[config.mk]
export PLATFORM = sky130hd
export DESIGN_NAME = seg7_scan_driver
export DESIGN_NICKNAME = d
export VERILOG_FILES = /design/src/rtl/seg7_scan_driver_pkg.sv /design/src/rtl/seg7_scan_driver_glyph_rom.sv /design/src/rtl/seg7_scan_driver.sv
export SDC_FILE = /design/constraint.sdc
export NUM_CORES = 1
export LEC_CHECK = 0
export ABC_AREA = 1
export CORE_ASPECT_RATIO = 0.5
export CORE_MARGIN = 2
export CORE_UTILIZATION = 51
export DETAILED_ROUTE_END_ITERATION = 6
export GPL_ROUTABILITY_DRIVEN = 0
export PLACE_DENSITY_LB_ADDON = 0.15
export SYNTH_ARGS = -nofsm -noshare
export SYNTH_HDL_FRONTEND = slang
export SYNTH_SLANG_ARGS = --single-unit
export TNS_END_PERCENT = 100
[constraint.sdc]
create_clock -name i_clk -period 2.5 [get_ports i_clk]
set_input_delay 0.375 -clock i_clk [delete_from_list [all_inputs] [get_ports i_clk]]
set_output_delay 0.375 -clock i_clk [all_outputs]
set_load 0.05 [all_outputs]
[src/rtl/seg7_scan_driver_pkg.sv]
// Shared 7-segment definitions: segment vector type (gfedcba, active-high) and hex glyph table.
package seg7_pkg;

  typedef logic [6:0] seg7_t;

  // Index = nibble value; bit 6 = g ... bit 0 = a.
  localparam seg7_t SEG7_GLYPHS [16] = '{
    7'h3F, 7'h06, 7'h5B, 7'h4F,
    7'h66, 7'h6D, 7'h7D, 7'h07,
    7'h7F, 7'h6F, 7'h77, 7'h7C,
    7'h39, 7'h5E, 7'h79, 7'h71
  };

  function automatic seg7_t seg7_glyph(input logic [3:0] nibble);
    return SEG7_GLYPHS[nibble];
  endfunction

endpackage

[src/rtl/seg7_scan_driver_glyph_rom.sv]
// Combinational hex nibble to active-high gfedcba glyph.
module seg7_glyph_rom
  import seg7_pkg::*;
(
  input  logic [3:0] i_nibble,
  output logic [6:0] o_seg
);

  assign o_seg = seg7_glyph(i_nibble);

endmodule

[src/rtl/seg7_scan_driver.sv]
// Multiplexed 7-segment scanner: double-buffered hex value, per-slot anti-ghost gap,
// leading-zero suppression, registered pins with configurable polarity.
module seg7_scan_driver
  import seg7_pkg::*;
#(
  parameter int DIGITS       = 4,
  parameter int REFRESH_DIV  = 50000,
  parameter int BLANK_CYCLES = 2,
  parameter int SEG_ACT_LOW  = 1,
  parameter int AN_ACT_LOW   = 1,
  parameter int LZ_SUPPRESS  = 1
) (
  input  logic                  i_clk,
  input  logic                  i_rst,
  input  logic                  i_load,
  input  logic [4*DIGITS-1:0]   i_value,
  input  logic [DIGITS-1:0]     i_dp_in,
  input  logic [DIGITS-1:0]     i_blank_in,
  output logic [6:0]            o_seg,
  output logic                  o_dp,
  output logic [DIGITS-1:0]     o_an,
  output logic                  o_frame
);

  localparam int PW = (REFRESH_DIV > 1) ? $clog2(REFRESH_DIV) : 1;
  localparam int IW = (DIGITS > 1) ? $clog2(DIGITS) : 1;

  // XOR masks equal to the unlit level of each pin group.
  localparam logic [6:0]        SEG_OFF = (SEG_ACT_LOW != 0) ? 7'h7F : 7'h00;
  localparam logic              DP_OFF  = (SEG_ACT_LOW != 0);
  localparam logic [DIGITS-1:0] AN_OFF  = (AN_ACT_LOW != 0) ? {DIGITS{1'b1}} : '0;

  logic [PW-1:0]         r_presc;
  logic [IW-1:0]         r_idx;
  logic [4*DIGITS-1:0]   r_pend_val;
  logic [DIGITS-1:0]     r_pend_dp;
  logic [DIGITS-1:0]     r_pend_blk;
  logic                  r_pend_valid;
  logic [4*DIGITS-1:0]   r_act_val;
  logic [DIGITS-1:0]     r_act_dp;
  logic [DIGITS-1:0]     r_act_blk;
  logic [6:0]            r_seg;
  logic                  r_dp;
  logic [DIGITS-1:0]     r_an;

  logic                  w_presc_tc;
  logic                  w_idx_last;
  logic                  w_frame;
  logic                  w_in_gap;
  logic [3:0]            w_nibble;
  logic [6:0]            w_glyph;
  logic [DIGITS-1:0]     w_lz_dark;
  logic                  w_dark;
  logic [6:0]            w_seg_hi;
  logic                  w_dp_hi;
  logic [DIGITS-1:0]     w_an_hi;

  assign w_presc_tc = (r_presc == PW'(REFRESH_DIV - 1));
  assign w_idx_last = (r_idx == IW'(DIGITS - 1));
  assign w_frame    = w_presc_tc && w_idx_last;
  assign o_frame    = w_frame;

  always_ff @(posedge i_clk or posedge i_rst) begin
    if (i_rst) begin
      r_presc <= '0;
      r_idx   <= '0;
    end else if (w_presc_tc) begin
      r_presc <= '0;
      r_idx   <= w_idx_last ? '0 : r_idx + IW'(1);
    end else begin
      r_presc <= r_presc + PW'(1);
    end
  end

  // Active buffer only changes on the frame boundary so a scan never mixes two values.
  always_ff @(posedge i_clk or posedge i_rst) begin
    if (i_rst) begin
      r_pend_val   <= '0;
      r_pend_dp    <= '0;
      r_pend_blk   <= '0;
      r_pend_valid <= 1'b0;
      r_act_val    <= '0;
      r_act_dp     <= '0;
      r_act_blk    <= '0;
    end else begin
      if (w_frame && r_pend_valid) begin
        r_act_val <= r_pend_val;
        r_act_dp  <= r_pend_dp;
        r_act_blk <= r_pend_blk;
      end
      if (i_load) begin
        r_pend_val   <= i_value;
        r_pend_dp    <= i_dp_in;
        r_pend_blk   <= i_blank_in;
        r_pend_valid <= 1'b1;
      end else if (w_frame) begin
        r_pend_valid <= 1'b0;
      end
    end
  end

  assign w_nibble = r_act_val[{r_idx, 2'b00} +: 4];

  seg7_glyph_rom u_glyph_rom (
    .i_nibble (w_nibble),
    .o_seg    (w_glyph)
  );

  always_comb begin
    w_lz_dark = '0;
    for (int k = 1; k < DIGITS; k++) begin
      w_lz_dark[k] = (LZ_SUPPRESS != 0) && ((r_act_val >> (4 * k)) == '0);
    end
  end

  assign w_in_gap = (int'(r_presc) < BLANK_CYCLES);
  assign w_dark   = r_act_blk[r_idx] || w_lz_dark[r_idx];
  assign w_seg_hi = (w_in_gap || w_dark) ? 7'h00 : w_glyph;
  assign w_dp_hi  = !w_in_gap && !r_act_blk[r_idx] && r_act_dp[r_idx];
  assign w_an_hi  = w_in_gap ? '0 : (DIGITS'(1) << r_idx);

  always_ff @(posedge i_clk or posedge i_rst) begin
    if (i_rst) begin
      r_seg <= SEG_OFF;
      r_dp  <= DP_OFF;
      r_an  <= AN_OFF;
    end else begin
      r_seg <= w_seg_hi ^ SEG_OFF;
      r_dp  <= w_dp_hi ^ DP_OFF;
      r_an  <= w_an_hi ^ AN_OFF;
    end
  end

  assign o_seg = r_seg;
  assign o_dp  = r_dp;
  assign o_an  = r_an;

endmodule

==> impl_metrics.ini, run 1 <==
[status]
status = finished with violations
violations = DRC

[sta]
setup-violations-final = 0
skew_ns = 0.00562
setup_ws_ns = 0.292
rsz0062_at_grt = no
fmax_ghz = 0.453
hold_viol = 0
worst-slew-pin-transition_ns = 0.521
min_period_ns = 2.21
setup_tns_ns = 0
slew_violations = 0
slew_headroom_pct = 65.2
min_period_over_period_pct = 88.3

[route]
wirelength_um = 8030
routed-via-count = 3086
ant_nets = 0
drc = 2
avgViaCountPerCell = 4.95
drtIter0Drc = 243
first_pass_iters = 7
wl_per_cell_um = 12.9

[placed_design]
numPortBuffers = 39
place_area_um2 = 4380
place_inst = 608
hpwlAfterDp_um = 5710
pre_cts_slack_ns = 0.508

[setup_path]
critPathMaxFanout = 5
critPathKind = reg2out
critPathLaunchType = register
crit_required_ns = 2.12
cp-end-kind = output pin
critical_path_arrival_ns = 1.83

[floorplan]
placementRows = 22
die_x_um = 128
core_um2 = 7380
ioPinCount = 40
start_util_pct = 52.8
dieArea_um2 = 8390
die-height_um = 65.8

[logic_synthesis]
synth_edf_count = 0
synth.yosys.seq_area_share_pct = 51.1
synth_mux_area_share_pct = 0
synth_fa_ha_area_share_pct = 3.53
synth_fp_nets = 523
synthArstFlopShare_pct = 100
synthesis.area_um2 = 3890
yosys_most_used_dff = dfrtp_1
syn_area_per_cell_um2 = 8.03
synth_top_family_by_area = simple AND/OR/NAND/NOR gates
yosys-top-cells-area = dfrtp_1, nand2_1, dfstp_2
synth_compound_area_share_pct = 2.09
synth-simple-area-share_pct = 35.8
synthDistinctLibCells = 28
synthXorXnorAreaFrac_pct = 2.02
syn_inst = 485
synth_top_area_cell = dfrtp_1
ys_seq_elements = 79
synth_top_area_share_pct = 43.0
yosys_warnings = 0

[global_route]
grt_antenna_before_repair = 0
grt_pass1_vias = 2901
grt_overflow = 0
grt_pass1_wl_um = 14100
grt_max_degree = 51
grt_usage_pct = 21.8

[layout]
synthToLayoutAreaGrowth_pct = 20.0
final_cells = 624
finalInstanceArea_um2 = 4680
drive_gt1_share_pct = 8.14
antenna_cells = 0
layout.nets = 561

[clocking]
post_cts_resized = 0
cts_setup_buffers = 0
cts_made_buffers = 9
holdBufCountCts = 0
clk_pin_slew_ns = 0.06
cts.sinks = 79
htreeDepth = 3
clock_latency_ns = 0.34
tritoncts = yes
clockBufferDepth = 2
ctsRootBufferMaster = clkbuf_16

[run]
drv_cap = 0

[power]
vdd_drop_max_uv = 394
power_mw = 2.75
p_leak_nw = 2.40
powerDensity_nw_per_um2 = 587

[min_path]
hold_path_class = in2async
==> path summary, 6_finish.rpt <==
kind | startpoint | endpoint | slack (ns) | cells after the start
setup / recovery | r_presc[5]$_DFF_PP0_ | o_frame | 0.29 | 6
hold / removal | i_rst | r_presc[14]$_DFF_PP0_ | 0.31 | 2
min in group i_clk | r_presc[0]$_DFF_PP0_ | r_presc[0]$_DFF_PP0_ | 0.46 | 1
hold reg to reg | r_presc[0]$_DFF_PP0_ | r_presc[0]$_DFF_PP0_ | 0.46 | 1
setup reg to reg | r_idx[0]$_DFFE_PP0N_ | o_seg[5]$_DFF_PP1_ | 0.47 | 10
max in group asynchronous | i_rst | o_seg[6]$_DFF_PP1_ | 1.58 | 3
==> state kept, by name, indices dropped and copies added (netlist names) <==
register	count
r_act_dp	4
r_presc	16
r_pend_dp	4
r_pend_blk	4
r_pend_valid	1
o_an	4
o_seg	7
o_dp	1
r_act_val	16
r_pend_val	16
r_act_blk	4
r_idx	2
==> cell usage in the layout (no fill, tap or decap), types with 2 or more instances in the layout <==
cell type	n
clkdlybuf4s50_1	38
nand4_1	25
buf_4	6
dfrtp_1	67
nor3_1	7
nand3b_1	2
xor2_1	8
o21ai_0	10
inv_6	2
o21bai_1	2
dfstp_2	12
buf_12	2
a21oi_1	2
nand3_1	37
inv_2	3
ha_1	11
nand2_1	202
clkbuf_16	9
nor2_1	44
nand3_4	2
inv_1	25
==> stage by stage <==
step / hold WS, ns / utilization [%]
after detailed placement: 0.448 / 59.3
after global placement: 0.449 / 59.3
final: 0.315 / 63.4
after floorplan: 0.431 / -
after global routing: 0.358 / 63.4
after CTS: 0.323 / 63.4
==> area by class of cell <==
class	instances	area [um^2]
tap	96	120
inverter	29	109
clock buffer	10	229
multi-input combinational	358	1690
clock inverter	6	68.8
timing repair buffer	46	465
fill	634	2700
sequential	79	1990
==> power by group <==
group          internal, mW  switching (mW)  leakage (nW)
sequential             1.31          0.0201         0.998
combinational        0.0561          0.0592          1.26
clock                 0.780           0.517         0.143
total                  2.15           0.596          2.40
==> metal layers <==
| metal | track usage, % | routed length (um) | up-vias |
|---|---|---|---|
| met5 | 0 | 0 | - |
| met4 | 6.18 | 56 | 0 |
| met3 | 6.31 | 431 | 5 |
| met2 | 30.8 | 3180 | 76 |
| met1 | 32.5 | 4370 | 1386 |
| li1 | - | - | 1619 |
==> kinds of logic (layout without fill, tap and decap cells) <==
kind of cell,Yosys count,count (layout)
compound gates,15,15
fa+ha+maj,11,11
xor+xnor,9,9
simple gates,323,323
flops,79,79
buf+inv,48,91
==> cells in the mapped netlist (3+ instances only) <==
master / number
dfstp_2: 12
o21ai_0: 10
ha_1: 11
nor3_1: 7
inv_1: 26
nand2_1: 202
nor2_1: 44
buf_4: 3
xor2_1: 8
clkbuf_1: 9
dfrtp_1: 67
nand4_1: 25
buf_2: 4
nand3_1: 37
==> critical path, stage by stage, from the launching register on <==
cell and delay (ns):
dfrtp_1 0.44, nor2_1 0.29, nand2_1 0.09, nor2_1 0.09, nand3_1 0.18, nor2_1 0.23, buf_12 0.17
Note: power is estimated with default switching activity, not from simulation.
==> run 2: changes to the inputs <==
--- a/config.mk
+++ b/config.mk
@@ -6,7 +6,7 @@
 export NUM_CORES = 1
 export LEC_CHECK = 0
 export ABC_AREA = 1
-export CORE_ASPECT_RATIO = 0.5
+export CORE_ASPECT_RATIO = 1.5
 export CORE_MARGIN = 2
 export CORE_UTILIZATION = 51
 export DETAILED_ROUTE_END_ITERATION = 6
==> run 2 against run 1 <==
Register-to-register slack lost 0.07 ns. Routed wire length shrank 4.4%. Clock-buffer cell count grew 3. Sequential power is essentially flat. Worst hold slack gained 0.098 ns. The run now ends clean. Non-clock buffer count is the same. Die area shrank 0.33%. First-iteration DRC count shrank 24%. Largest cell class unchanged. Global-route usage shrank 0.39 points.
==> impl_metrics.ini, run 2 (synthesized netlist as in run 1, its figures left out) <==
[power]
p_leak_nw = 2.41
seqPwrFrac_pct = 46.6
net-switching-power_mw = 0.561
internal-power_mw = 2.30
powerDensity_nw_per_um2 = 607
clockPowerShare_pct = 49.4
vdd_drop_max_uv = 433
power.switching_fraction_pct = 19.6
comb_power_share_pct = 4.0

[global_route]
grt_pass1_vias = 3202
grt_overflow = 0
grt_antenna_before_repair = 0
grt_usage_pct = 21.4
grt_max_degree = 27
grt_pass1_wl_um = 14000

[layout]
mostFrequentLayoutCell = nand2_1
top_regs = r_act_val x16, r_pend_val x16, r_presc x16
final_cells = 630
drive_gt1_share_pct = 7.95
layout.nets = 561
antenna_cells = 0
final_cell_mix = nand2_1, dfrtp_1, nor2_1, clkdlybuf4s50_1, nand3_1
synthToLayoutAreaGrowth_pct = 21.0

[floorplan]
ioPinCount = 40
die_x_um = 75.4
core_um2 = 7510
die-height_um = 111
start_util_pct = 51.8
placementRows = 39
dieArea_um2 = 8370

[setup_path]
max_stage_delay_ns = 0.43
critical_path_arrival_ns = 1.84
critPathKind = reg2out
path_buf_inv = 1
critPathSlowestCell = dfrtp_1
crit_required_ns = 2.12
cp.depth = 6
critPathMaxFanout = 5
cp_cell_sequence = nor2_1 > nand2_1 > nor2_1 > nand3_1 > nor2_1 > buf_12
critPathLaunch = r_presc[5]$_DFF_PP0_
critPathLaunchType = register
timing.rr.start = r_idx[1]$_DFFE_PP0N_
cp-end-kind = output pin
cpMostUsedCell = nor2_1
crit_family = simple AND/OR/NAND/NOR gates
reg2reg_depth = 9

[clocking]
cts_made_buffers = 9
tritoncts = yes
cts.sinks = 79
ctsRootBufferMaster = clkbuf_16
clockBufferDepth = 2
clock_latency_ns = 0.34
cts_setup_buffers = 0
post_cts_resized = 0
htreeDepth = 3
holdBufCountCts = 0
clk_pin_slew_ns = 0.06

[sta]
hold_slack_ns = 0.413
worst-slew-pin-transition_ns = 0.564
fmax_ghz = 0.451
rsz0062_at_grt = no
min_period_ns = 2.21
min_period_over_period_pct = 88.6
skew_ns = 0.00600
slew_headroom_pct = 62.3
setup-violations-final = 0
slew_violations = 0
setup_tns_ns = 0
hold_viol = 0

[route]
avgViaCountPerCell = 5.02
ant_nets = 0
wl_per_cell_um = 12.2
first_pass_iters = 4
routed-via-count = 3160
wirelength_um = 7680
drc = 0
drtIter0Drc = 184

[status]
status = finished, final reports clean

[placed_design]
numPortBuffers = 39
hpwlAfterDp_um = 5690
place_inst = 614

[min_path]
hold_path_class = in2async

[run]
drv_cap = 0
-- run 2: changes by cell type in the layout (fill, tap and decap cells not counted), sizes merged --
cell / previous run / this run
inv: 30 / 28
clkinv: 3 / 1
bufinv: 1 / 2
clkbuf: 10 / 13
-- run 2: worst paths after layout --
kind / to / slack [ns]
max in group asynchronous: r_act_val[11]$_DFFE_PP0P_ / 1.40
setup reg to reg: o_seg[3]$_DFF_PP1_ / 0.40
hold reg to reg: r_presc[0]$_DFF_PP0_ / 0.46
min in group i_clk: r_presc[0]$_DFF_PP0_ / 0.46
hold / removal: r_act_blk[2]$_DFFE_PP0P_ / 0.41
setup / recovery: o_frame / 0.29
-- run 2: layout make-up --
type,count,area [um^2]
Inverter,29,109
Sequential cell,79,1990
Multi-Input combinational cell,358,1690
Fill cell,697,2800
Timing Repair Buffer,46,465
Tap cell,102,128
Clock inverter,3,67.6
Clock buffer,13,260
-- run 2: per-stage QoR --
step | worst slack (ns) | total power, mW | area [um^2] | util (%)
2_1_floorplan | 0.121 | 1.41 | 3890 | -
3_3_place_gp | 0.531 | 1.47 | 4390 | 58.4
3_5_place_dp | 0.459 | 1.47 | 4390 | 58.4
4_1_cts | 0.270 | 2.89 | 4710 | 62.7
5_1_grt | 0.145 | 2.97 | 4710 | 62.7
6_report | 0.285 | 2.86 | 4710 | 62.7
-- run 2: per-layer routing --
| metal | track usage (%) | part of all wire (%) |
|---|---|---|
| met1 | 25.4 | 41 |
| met2 | 35.9 | 53 |
| met3 | 5.09 | 3.5 |
| met4 | 8.77 | 2.2 |
| met5 | 0 | 0 |
-- run 2: power groups by stage --
stage	Combinational (mW)	Clock, mW	Sequential [mW]
2_1_floorplan	0.0583	0	1.35
3_3_place_gp	0.116	0	1.35
3_5_place_dp	0.120	0	1.35
4_1_cts	0.120	1.44	1.33
5_1_grt	0.136	1.50	1.34
6_report	0.116	1.41	1.33
